==> src/rtl/cache_fill_arbiter.sv <==
// ---------------------------------------------------------------------------
// cache_fill_arbiter
//
// Shares one multi-cycle main memory between the I-cache and D-cache miss
// handlers. One block fill is serviced at a time. Word reads are issued back
// to back, and the returning words are steered into the granted cache's data
// array. A one-cycle done pulse then tells the requester to write its tag.
//
// Optional feature (compile-time macro):
//   ARB_ROUND_ROBIN_EN : on a tie, the side that was not granted last wins.
//                        When undefined, the D-cache always wins ties.
//
// Ports:
//   clk, rst                 clock; synchronous active-high reset
//   i_miss / i_addr          I-cache fill request and missing byte address
//   d_miss / d_addr          D-cache fill request and missing byte address
//   mem_en / mem_addr        one word read request per cycle (byte address)
//   mem_data_in / mem_valid  read data returned in issue order
//   fill_data / fill_word    word and word index to write into the data array
//   i_fill_we / d_fill_we    data-array write enable of the granted side
//   fill_base                block base address of the current fill (tag write)
//   i_done / d_done          one-cycle block-complete pulse
//   busy                     a fill is in progress (FILL or DONE)
// ---------------------------------------------------------------------------
module cache_fill_arbiter #(
    parameter int AWIDTH    = 16,
    parameter int DWIDTH    = 16,
    parameter int BLK_WORDS = 8
) (
    input  logic                         clk,
    input  logic                         rst,
    input  logic                         i_miss,
    input  logic [AWIDTH-1:0]            i_addr,
    input  logic                         d_miss,
    input  logic [AWIDTH-1:0]            d_addr,
    output logic                         mem_en,
    output logic [AWIDTH-1:0]            mem_addr,
    input  logic [DWIDTH-1:0]            mem_data_in,
    input  logic                         mem_valid,
    output logic [DWIDTH-1:0]            fill_data,
    output logic [$clog2(BLK_WORDS)-1:0] fill_word,
    output logic                         i_fill_we,
    output logic                         d_fill_we,
    output logic [AWIDTH-1:0]            fill_base,
    output logic                         i_done,
    output logic                         d_done,
    output logic                         busy
);

    localparam int WW = $clog2(BLK_WORDS);
    localparam int IW = WW + 1;
    // Clears the byte-within-block bits; a block is 2*BLK_WORDS bytes.
    localparam logic [AWIDTH-1:0] BASE_MASK = ~AWIDTH'(2 * BLK_WORDS - 1);

    typedef enum logic [1:0] {IDLE, FILL, DONE} state_e;
    typedef enum logic {SIDE_I, SIDE_D} side_e;

    state_e            state_q, state_d;
    side_e             grant_q, grant_d;
    side_e             pick;
    logic [AWIDTH-1:0] base_q, base_d;
    logic [IW-1:0]     issue_q, issue_d;   // one wider so it can reach BLK_WORDS
    logic [WW-1:0]     recv_q, recv_d;

    // ---------------- arbitration ----------------
`ifdef ARB_ROUND_ROBIN_EN
    side_e last_grant_q;

    always_comb begin
        if (i_miss && d_miss) begin
            pick = (last_grant_q == SIDE_I) ? SIDE_D : SIDE_I;
        end else begin
            pick = d_miss ? SIDE_D : SIDE_I;
        end
    end

    always_ff @(posedge clk) begin
        if (rst) begin
            last_grant_q <= SIDE_I;
        end else if (state_q == IDLE && (i_miss || d_miss)) begin
            last_grant_q <= pick;
        end
    end
`else
    always_comb pick = d_miss ? SIDE_D : SIDE_I;
`endif

    // ---------------- state register ----------------
    // NOTE: sequential state uses non-blocking assignments so every register
    // samples the pre-edge value of every other register.
    always_ff @(posedge clk) begin
        if (rst) begin
            state_q <= IDLE;
            grant_q <= SIDE_I;
            base_q  <= '0;
            issue_q <= '0;
            recv_q  <= '0;
        end else begin
            state_q <= state_d;
            grant_q <= grant_d;
            base_q  <= base_d;
            issue_q <= issue_d;
            recv_q  <= recv_d;
        end
    end

    // ---------------- next state and outputs ----------------
    // NOTE: every signal assigned in this block gets a default first, so no
    // path through the case statement can infer a latch.
    always_comb begin
        state_d   = state_q;
        grant_d   = grant_q;
        base_d    = base_q;
        issue_d   = issue_q;
        recv_d    = recv_q;
        mem_en    = 1'b0;
        mem_addr  = '0;
        fill_data = '0;
        fill_word = '0;
        i_fill_we = 1'b0;
        d_fill_we = 1'b0;
        i_done    = 1'b0;
        d_done    = 1'b0;

        unique case (state_q)
            IDLE: begin
                issue_d = '0;
                recv_d  = '0;
                if (i_miss || d_miss) begin
                    grant_d = pick;
                    base_d  = ((pick == SIDE_D) ? d_addr : i_addr) & BASE_MASK;
                    state_d = FILL;
                end
            end

            FILL: begin
                // Issue side: one read per cycle until the whole block is out.
                if (issue_q < IW'(BLK_WORDS)) begin
                    mem_en   = 1'b1;
                    mem_addr = base_q + (AWIDTH'(issue_q) << 1);
                    issue_d  = issue_q + IW'(1);
                end
                // Receive side runs concurrently; words come back in order.
                if (mem_valid) begin
                    fill_data = mem_data_in;
                    fill_word = recv_q;
                    i_fill_we = (grant_q == SIDE_I);
                    d_fill_we = (grant_q == SIDE_D);
                    recv_d    = recv_q + WW'(1);
                    if (recv_q == WW'(BLK_WORDS - 1)) begin
                        state_d = DONE;
                    end
                end
            end

            DONE: begin
                i_done  = (grant_q == SIDE_I);
                d_done  = (grant_q == SIDE_D);
                state_d = IDLE;
            end

            default: state_d = IDLE;
        endcase
    end

    assign busy      = (state_q != IDLE);
    assign fill_base = busy ? base_q : '0;

endmodule
==> config.mk <==
export PLATFORM = sky130hd
export DESIGN_NAME = cache_fill_arbiter
export DESIGN_NICKNAME = d
export VERILOG_FILES = /design/src/rtl/cache_fill_arbiter.sv
export SDC_FILE = /design/constraint.sdc
export NUM_CORES = 1
export LEC_CHECK = 0
export CAP_MARGIN = 20
export CORE_MARGIN = 5
export CORE_UTILIZATION = 36
export CTS_CLUSTER_SIZE = 24
export DETAILED_ROUTE_END_ITERATION = 12
export HOLD_SLACK_MARGIN = 0.15
export PLACE_DENSITY = 0.95
export SYNTH_ARGS = -nofsm -noshare
export SYNTH_HDL_FRONTEND = slang
export SYNTH_SLANG_ARGS = --single-unit
==> constraint.sdc <==
create_clock -name clk -period 2.7 [get_ports clk]
set_input_delay 0.675 -clock clk [delete_from_list [all_inputs] [get_ports clk]]
set_output_delay 0.675 -clock clk [all_outputs]
set_load 0.03 [all_outputs]
==> reports/metrics.yaml, run 1 <==
status:
  status: "finished, final reports clean"
worst_setup_path:
  arrival_ns: 1.89
  worst_setup_path_start_kind: "flip-flop"
  crit_path_end_kind: "output pin"
  path_class: "flip-flop to output pin"
  worst-path-max-fanout: 15
  cp.required_ns: 2.03
synth:
  synthCells: 167
  syn-cell-area_um2: 1446
  yosys_warnings: 0
  syn_avg_cell_area_um2: 8.661
  synth_area_leaders: "dfxtp_1 30%, and2_1 20%, a211oi_2 8.7%"
  yosysTopAreaCell: "dfxtp_1"
  synth_cell_type_count: 31
  ys_seq_area_share_pct: 30.45
  synth-seq-cells: 22
  synth_top_area_share_pct: 30.45
power:
  irDropWorstVdd_uv: 352.5
  pwr-share-comb_pct: 38.1
  p_int_mw: 0.6135
  seqPwrFrac_pct: 39.8
  power_mw: 0.9218
  power.density_nw_per_um2: 382.5
  cellLeakagePower_nw: 1.193
  p_sw_mw: 0.3083
  pwr-share-clk_pct: 22.1
  p_sw_share_pct: 33.44
finish:
  final_util_pct: 61.12
  diodes: 0
  fillCellCount: 336
  mostFrequentLayoutCell: "clkdlybuf4s50_1"
  final_cell_mix: "49 x clkdlybuf4s50_1, 47 x and2_1, 42 x buf_4, 22 x dfxtp_1, 20 x a21oi_1"
  area_growth_pct: 66.61
  fin_nets: 317
  layout-drive-gt1-share_pct: 23.55
timing:
  setup_viol_count_final: 0
  fmax_ghz: 0.3905
  hold_viol: 0
  finalMaxSlewViolations: 0
  period_share_pct: 94.85
  rsz0062_at_grt: "false"
  fin_tns_setup_ns: 0
  setup_slack_ns: 0.1390
  post-route-min-period_ns: 2.561
  fin_worst_skew_ns: 0.008351
global_routing:
  first_global_vias: 1515
  grt_max_degree: 24
  antenna_found_initial: 0
  grtUsageTotal_pct: 16.29
  grt.overflow.total: 0
  grt_pass1_wl_mm: 6.879
cts:
  cts_tree: "yes"
  clockBufferDepth: 2
  cts_root_buf: "clkbuf_8"
  clkSinkCount: 22
  clkTransAtPathRegs_ns: 0.08
  cts_max_level: 1
  clk_latency_ns: 0.26
  post_cts_buffers: 0
  cts_buffers: 3
floorplanning:
  dieWidth_um: 73.39
  num_rows: 23
  ios: 110
  die-area_um2: 5385
  start_util_pct: 36.69
  die_h_um: 73.39
  core-area_um2: 3943
place:
  place.gp.congestion: 0.7726
  io_buffers: 96
  pre_cts_ws_ns: 0.2023
  dpl.hpwl_mm: 3.497
routing:
  drt-wirelength-per-cell_um: 14.44
  drt_iter0_drc: 108
  viasPerCell: 4.861
  ant_nets: 0
  routed_wl_mm: 4.461
  drtPass1Iterations: 4
  vias: 1502
  drc_errors: 0
run:
  maxCapViolations: 0
worst_hold_path:
  hold_path.class: "flip-flop to flip-flop"
[stage by stage]
stage	instances	instance area, um2	hold WS (ns)
final	309	2410	0.4744
after global routing	309	2410	0.5105
after CTS	309	2390	0.4773
after detailed placement	306	2352	0.4672
after global placement	306	2352	0.4624
after floorplan	171	1461	0.4519
[state kept, by name (all words and copies together), names as in the netlist]
register,flops
base_q,12
grant_q,1
issue_q,4
recv_q,3
state_q,2
[final cells by class]
class / count / area, um2 / area share (%)
Inverter: 2 / 7.507 / 0.3115
Multi-Input combinational cell: 129 / 905.9 / 37.59
Timing Repair Buffer: 103 / 952.2 / 39.51
Sequential cell: 22 / 440.4 / 18.28
Clock buffer: 3 / 41.29 / 1.713
Tap cell: 50 / 62.56 / 2.596
[critical path, stage by stage, from the launching register on]
cell,delay [ns]
dfxtp_1,0.46
nor2_2,0.07
inv_1,0.16
buf_4,0.23
clkdlybuf4s50_1,0.69
[path summary, 6_finish.rpt]
check	start	endpoint	slack [ns]	depth (start not counted)
setup reg to reg	state_q[0]	issue_q[0]	1.41	4
setup / recovery	state_q[0]	busy	0.14	4
hold reg to reg	issue_q[3]	issue_q[3]	0.47	2
hold / removal	issue_q[3]	issue_q[3]	0.47	2
[Yosys cell counts]
master and number:
or2_4 1, nand3b_1 4, and4bb_2 1, dfxtp_1 22, and2_4 1, conb_1 1
nor3b_2 1, o21ai_0 1, inv_1 2, nor2_2 1, a211oi_1 2, xnor2_1 1
nand4_1 1, buf_4 5, buf_2 5, and3b_1 2, buf_1 1, nor3b_1 1
and2_1 47, nand2b_1 2, nand3_1 3, mux2i_1 12, nor3_1 1, a21oi_1 20
buf_6 2, ha_1 3, nand2_1 7, clkbuf_1 5, nor2_1 1, nor4b_1 1
a211oi_2 10
[cells by family after synthesis]
family | Yosys count | synth area share, %
xor gates and xnor gates | 1 | 0.6056
adders and majority gates | 3 | 2.595
and+or+nand+nor | 75 | 32.87
muxes | 12 | 8.305
other | 1 | 0.2593
buffers and inverters | 20 | 7.958
DFF | 22 | 30.45
AOI/OAI and AO/OA | 33 | 16.95
[timing repair]
action	CTS	global route
resized for setup	3	8
pin swaps	0	0
hold buffers	0	0
setup endpoints to repair	3	8
cloned	0	0
[layer usage]
| layer | part of all wire (%) | routed length (um) | vias up | GRT usage [%] |
|---|---|---|---|---|
| met4 | 1.4 | 62 | 0 | 5.433 |
| met1 | 36 | 1616 | 688 | 17.32 |
| met5 | 0 | 0 | - | 0 |
| met3 | 8.8 | 393 | 6 | 5.882 |
| li1 | - | - | 746 | - |
| met2 | 54 | 2389 | 62 | 29.59 |
[power groups by stage]
| stage | sequential, mW | combinational [mW] | clock (mW) |
|---|---|---|---|
| 2_1_floorplan | 0.368 | 0.211 | 0 |
| 3_3_place_gp | 0.373 | 0.348 | 0 |
| 3_5_place_dp | 0.375 | 0.355 | 0 |
| 4_1_cts | 0.368 | 0.355 | 0.208 |
| 5_1_grt | 0.372 | 0.375 | 0.225 |
| 6_report | 0.367 | 0.351 | 0.204 |
Power figures use the tool's default switching activity.
==> run 2, diff against run 1 <==
Settings changed: CORE_UTILIZATION 36 to 34, PLACE_DENSITY 0.95 to 0.92.
Clock period 2.7 ns to 2.9 ns, I/O delays scaled along.
==> run 2 against run 1 <==
Compared with the run above:
- non-clock buffer count did not move
- die area rose by 5.1%
- first-iteration DRC count fell by 28%
- sequential share of layout area fell by 0.085 points
- final area rose by 0.47%
- critical path depth rose by 1
- sequential power fell by 7.1%
- worst setup slack improved by 0.022 ns
- register-to-register slack improved by 0.12 ns
- combinational power fell by 6.8%
- critical endpoint is now fill_data[12]
- largest power group unchanged
==> reports/metrics.yaml, run 2 (synthesis results as in run 1) <==
status:
  status: "finished, final reports clean"  # unchanged
worst_setup_path:
  endpoint: "fill_data[12]"  # was busy
  worst_setup_path_start_kind: "input pin"  # was flip-flop
  worstSetupStartpoint: "mem_valid"  # was state_q[0]
  cp_common_cell: "buf_4"
  r2r_setup_slack_ns: 1.53  # was 1.41 ns
  crit_chain: "clkdlybuf4s50_1, and3b_1, buf_4, and2_1, buf_4"  # was nor2_2, inv_1, buf_4, clkdlybuf4s50_1
  reg2regPathDepth: 5  # was 4
  crit_path_end_kind: "output pin"  # unchanged
  rr_endpoint: "recv_q[2]"  # was issue_q[0]
  arrival_ns: 2.01  # was 1.89 ns
  cp.required_ns: 2.17  # was 2.03 ns
  path_class: "input pin to output pin"  # was flip-flop to output pin
  crit_family: "buffers and inverters"  # unchanged
  path_depth: 5  # was 4
  slowest_delay_ns: 0.50  # was 0.69 ns
  cpMaxStageDelayCell: "clkdlybuf4s50_1"  # unchanged
  cp_num_buf_inv: 3  # unchanged
  r2r_start: "state_q[0]"  # unchanged
  worst-path-max-fanout: 10  # was 15
global_routing:
  first_global_vias: 1447  # was 1515
  grtUsageTotal_pct: 14.77  # was 16.29%
  grt.overflow.total: 0  # unchanged
  antenna_found_initial: 0  # unchanged
  grt_pass1_wl_mm: 6.527  # was 6.879 mm
  grt_max_degree: 21  # was 24
routing:
  drt-wirelength-per-cell_um: 13.77  # was 14.44 um
  routed_wl_mm: 4.268  # was 4.461 mm
  drtPass1Iterations: 3  # was 4
  drt_iter0_drc: 78  # was 108
  drc_errors: 0  # unchanged
  ant_nets: 0  # unchanged
  viasPerCell: 4.713  # was 4.861
  vias: 1461  # was 1502
cts:
  cts_buffers: 3  # unchanged
  clockBufferDepth: 2  # unchanged
  cts_max_level: 1  # unchanged
  cts_root_buf: "clkbuf_8"  # unchanged
  clkTransAtPathRegs_ns: 0.08  # about the same
  clkSinkCount: 22  # unchanged
  clk_latency_ns: 0.26  # about the same
  cts_resized: 0  # was 3
  cts_tree: "yes"  # unchanged
  cts_hold_buf: 0  # unchanged
  post_cts_buffers: 0  # unchanged
timing:
  setup_viol_count_final: 0  # unchanged
  post-route-min-period_ns: 2.739
  setup_slack_ns: 0.1607  # was 0.1390 ns
  finalMaxSlewViolations: 0  # unchanged
  holdWs_ns: 0.4803  # was 0.4744 ns
  rsz0062_at_grt: "false"  # unchanged
  fin_worst_skew_ns: 0.002818  # was 0.008351 ns
  period_share_pct: 94.46
  fin_tns_setup_ns: 0  # unchanged
  fmax_ghz: 0.3651
  hold_viol: 0  # unchanged
finish:
  diodes: 0  # unchanged
  final_util_pct: 59.67  # was 61.12%
  layout-drive-gt1-share_pct: 24.23  # was 23.55%
  area_growth_pct: 67.39  # was 66.61%
  fin_nets: 317  # unchanged
  largest-register: "base_q"  # unchanged
  largest_reg_flops: 12  # unchanged
  top_regs: "base_q: 12 flops, issue_q: 4 flops, recv_q: 3 flops"  # unchanged
  mostFrequentLayoutCell: "clkdlybuf4s50_1"  # unchanged
  final_cell_mix: "59 x clkdlybuf4s50_1, 47 x and2_1, 43 x buf_4, 22 x dfxtp_1, 20 x a21oi_1"  # was 49 x clkdlybuf4s50_1, 47 x and2_1, 42 x buf_4, 22 x dfxtp_1, 20 x a21oi_1
power:
  cellLeakagePower_nw: 1.058  # was 1.193 nW
  power_mw: 0.9524  # was 0.9218 mW
  irDropWorstVdd_uv: 300.3  # was 352.5 uV
  power.density_nw_per_um2: 393.4  # was 382.5 nW/um2
floorplanning:
  core-area_um2: 4058  # was 3943 um2
  die_h_um: 75.23  # was 73.39 um
  die-area_um2: 5659  # was 5385 um2
  num_rows: 23  # unchanged
  dieWidth_um: 75.23  # was 73.39 um
  ios: 110  # unchanged
  start_util_pct: 35.65  # was 36.69%
worst_hold_path:
  hold_path.class: "flip-flop to flip-flop"  # unchanged
place:
  io_buffers: 96  # unchanged
  dpl.hpwl_mm: 3.451  # was 3.497 mm
  place.gp.congestion: 0.7681  # was 0.7726
  pre_cts_ws_ns: 0.1770  # was 0.2023 ns
run:
  maxCapViolations: 0  # unchanged
-- run 2: cell count changes in the layout (fill, tap and decap cells not counted) --
cell	previous run	this run
dlymetal6s2s_1	8	0
buf_4	42	43
dlygate4sd2_1	3	0
bufinv_16	0	1
clkdlybuf4s50_1	49	59
-- run 2: how the worst min path moves through the flow --
| stage | cells after the start | endpoint | startpoint |
|---|---|---|---|
| floorplan | 2 | issue_q[3] | issue_q[3] |
| global placement | 2 | issue_q[3] | issue_q[3] |
| detailed placement | 2 | issue_q[3] | issue_q[3] |
| CTS | 2 | issue_q[3] | issue_q[3] |
| global route | 2 | recv_q[1] | recv_q[1] |
| finish | 2 | issue_q[3] | issue_q[3] |
-- run 2: worst reg2reg max path, stage by stage, from the launching register on --
cell and delay [ns]:
dfxtp_1 0.46, nor2_2 0.08, inv_1 0.30, buf_4 0.23, nand3_1 0.08, a21oi_1 0.15
-- run 2: layer usage --
metal	vias to the layer above	part of all wire [%]	global-route usage, %
li1	746	-	-
met1	662	38	15.93
met2	51	51	27.95
met3	2	10	4.406
met4	0	0.82	3.689
met5	-	0	0
-- run 2: through the flow --
stage	area, um2	instances
3_3_place_gp	2350	306
6_report	2421	310
2_1_floorplan	1461	171
4_1_cts	2421	310
5_1_grt	2421	310
3_5_place_dp	2350	306
-- run 2: power breakdown --
| group | internal [mW] | leakage [nW] | switching [mW] |
|---|---|---|---|
| registers | 0.324 | 0.181 | 0.0168 |
| logic | 0.156 | 0.841 | 0.171 |
| clock network | 0.184 | 0.0357 | 0.100 |
-- run 2: layout make-up --
type | count | area, um2
fillers | 362 | 1637
repair buffers | 103 | 933.4
multi-input cells | 129 | 905.9
flip-flops and latches | 22 | 440.4
well taps | 50 | 62.56
clock buffers | 3 | 41.29
clock inverters | 1 | 30.03
inverters | 2 | 7.507
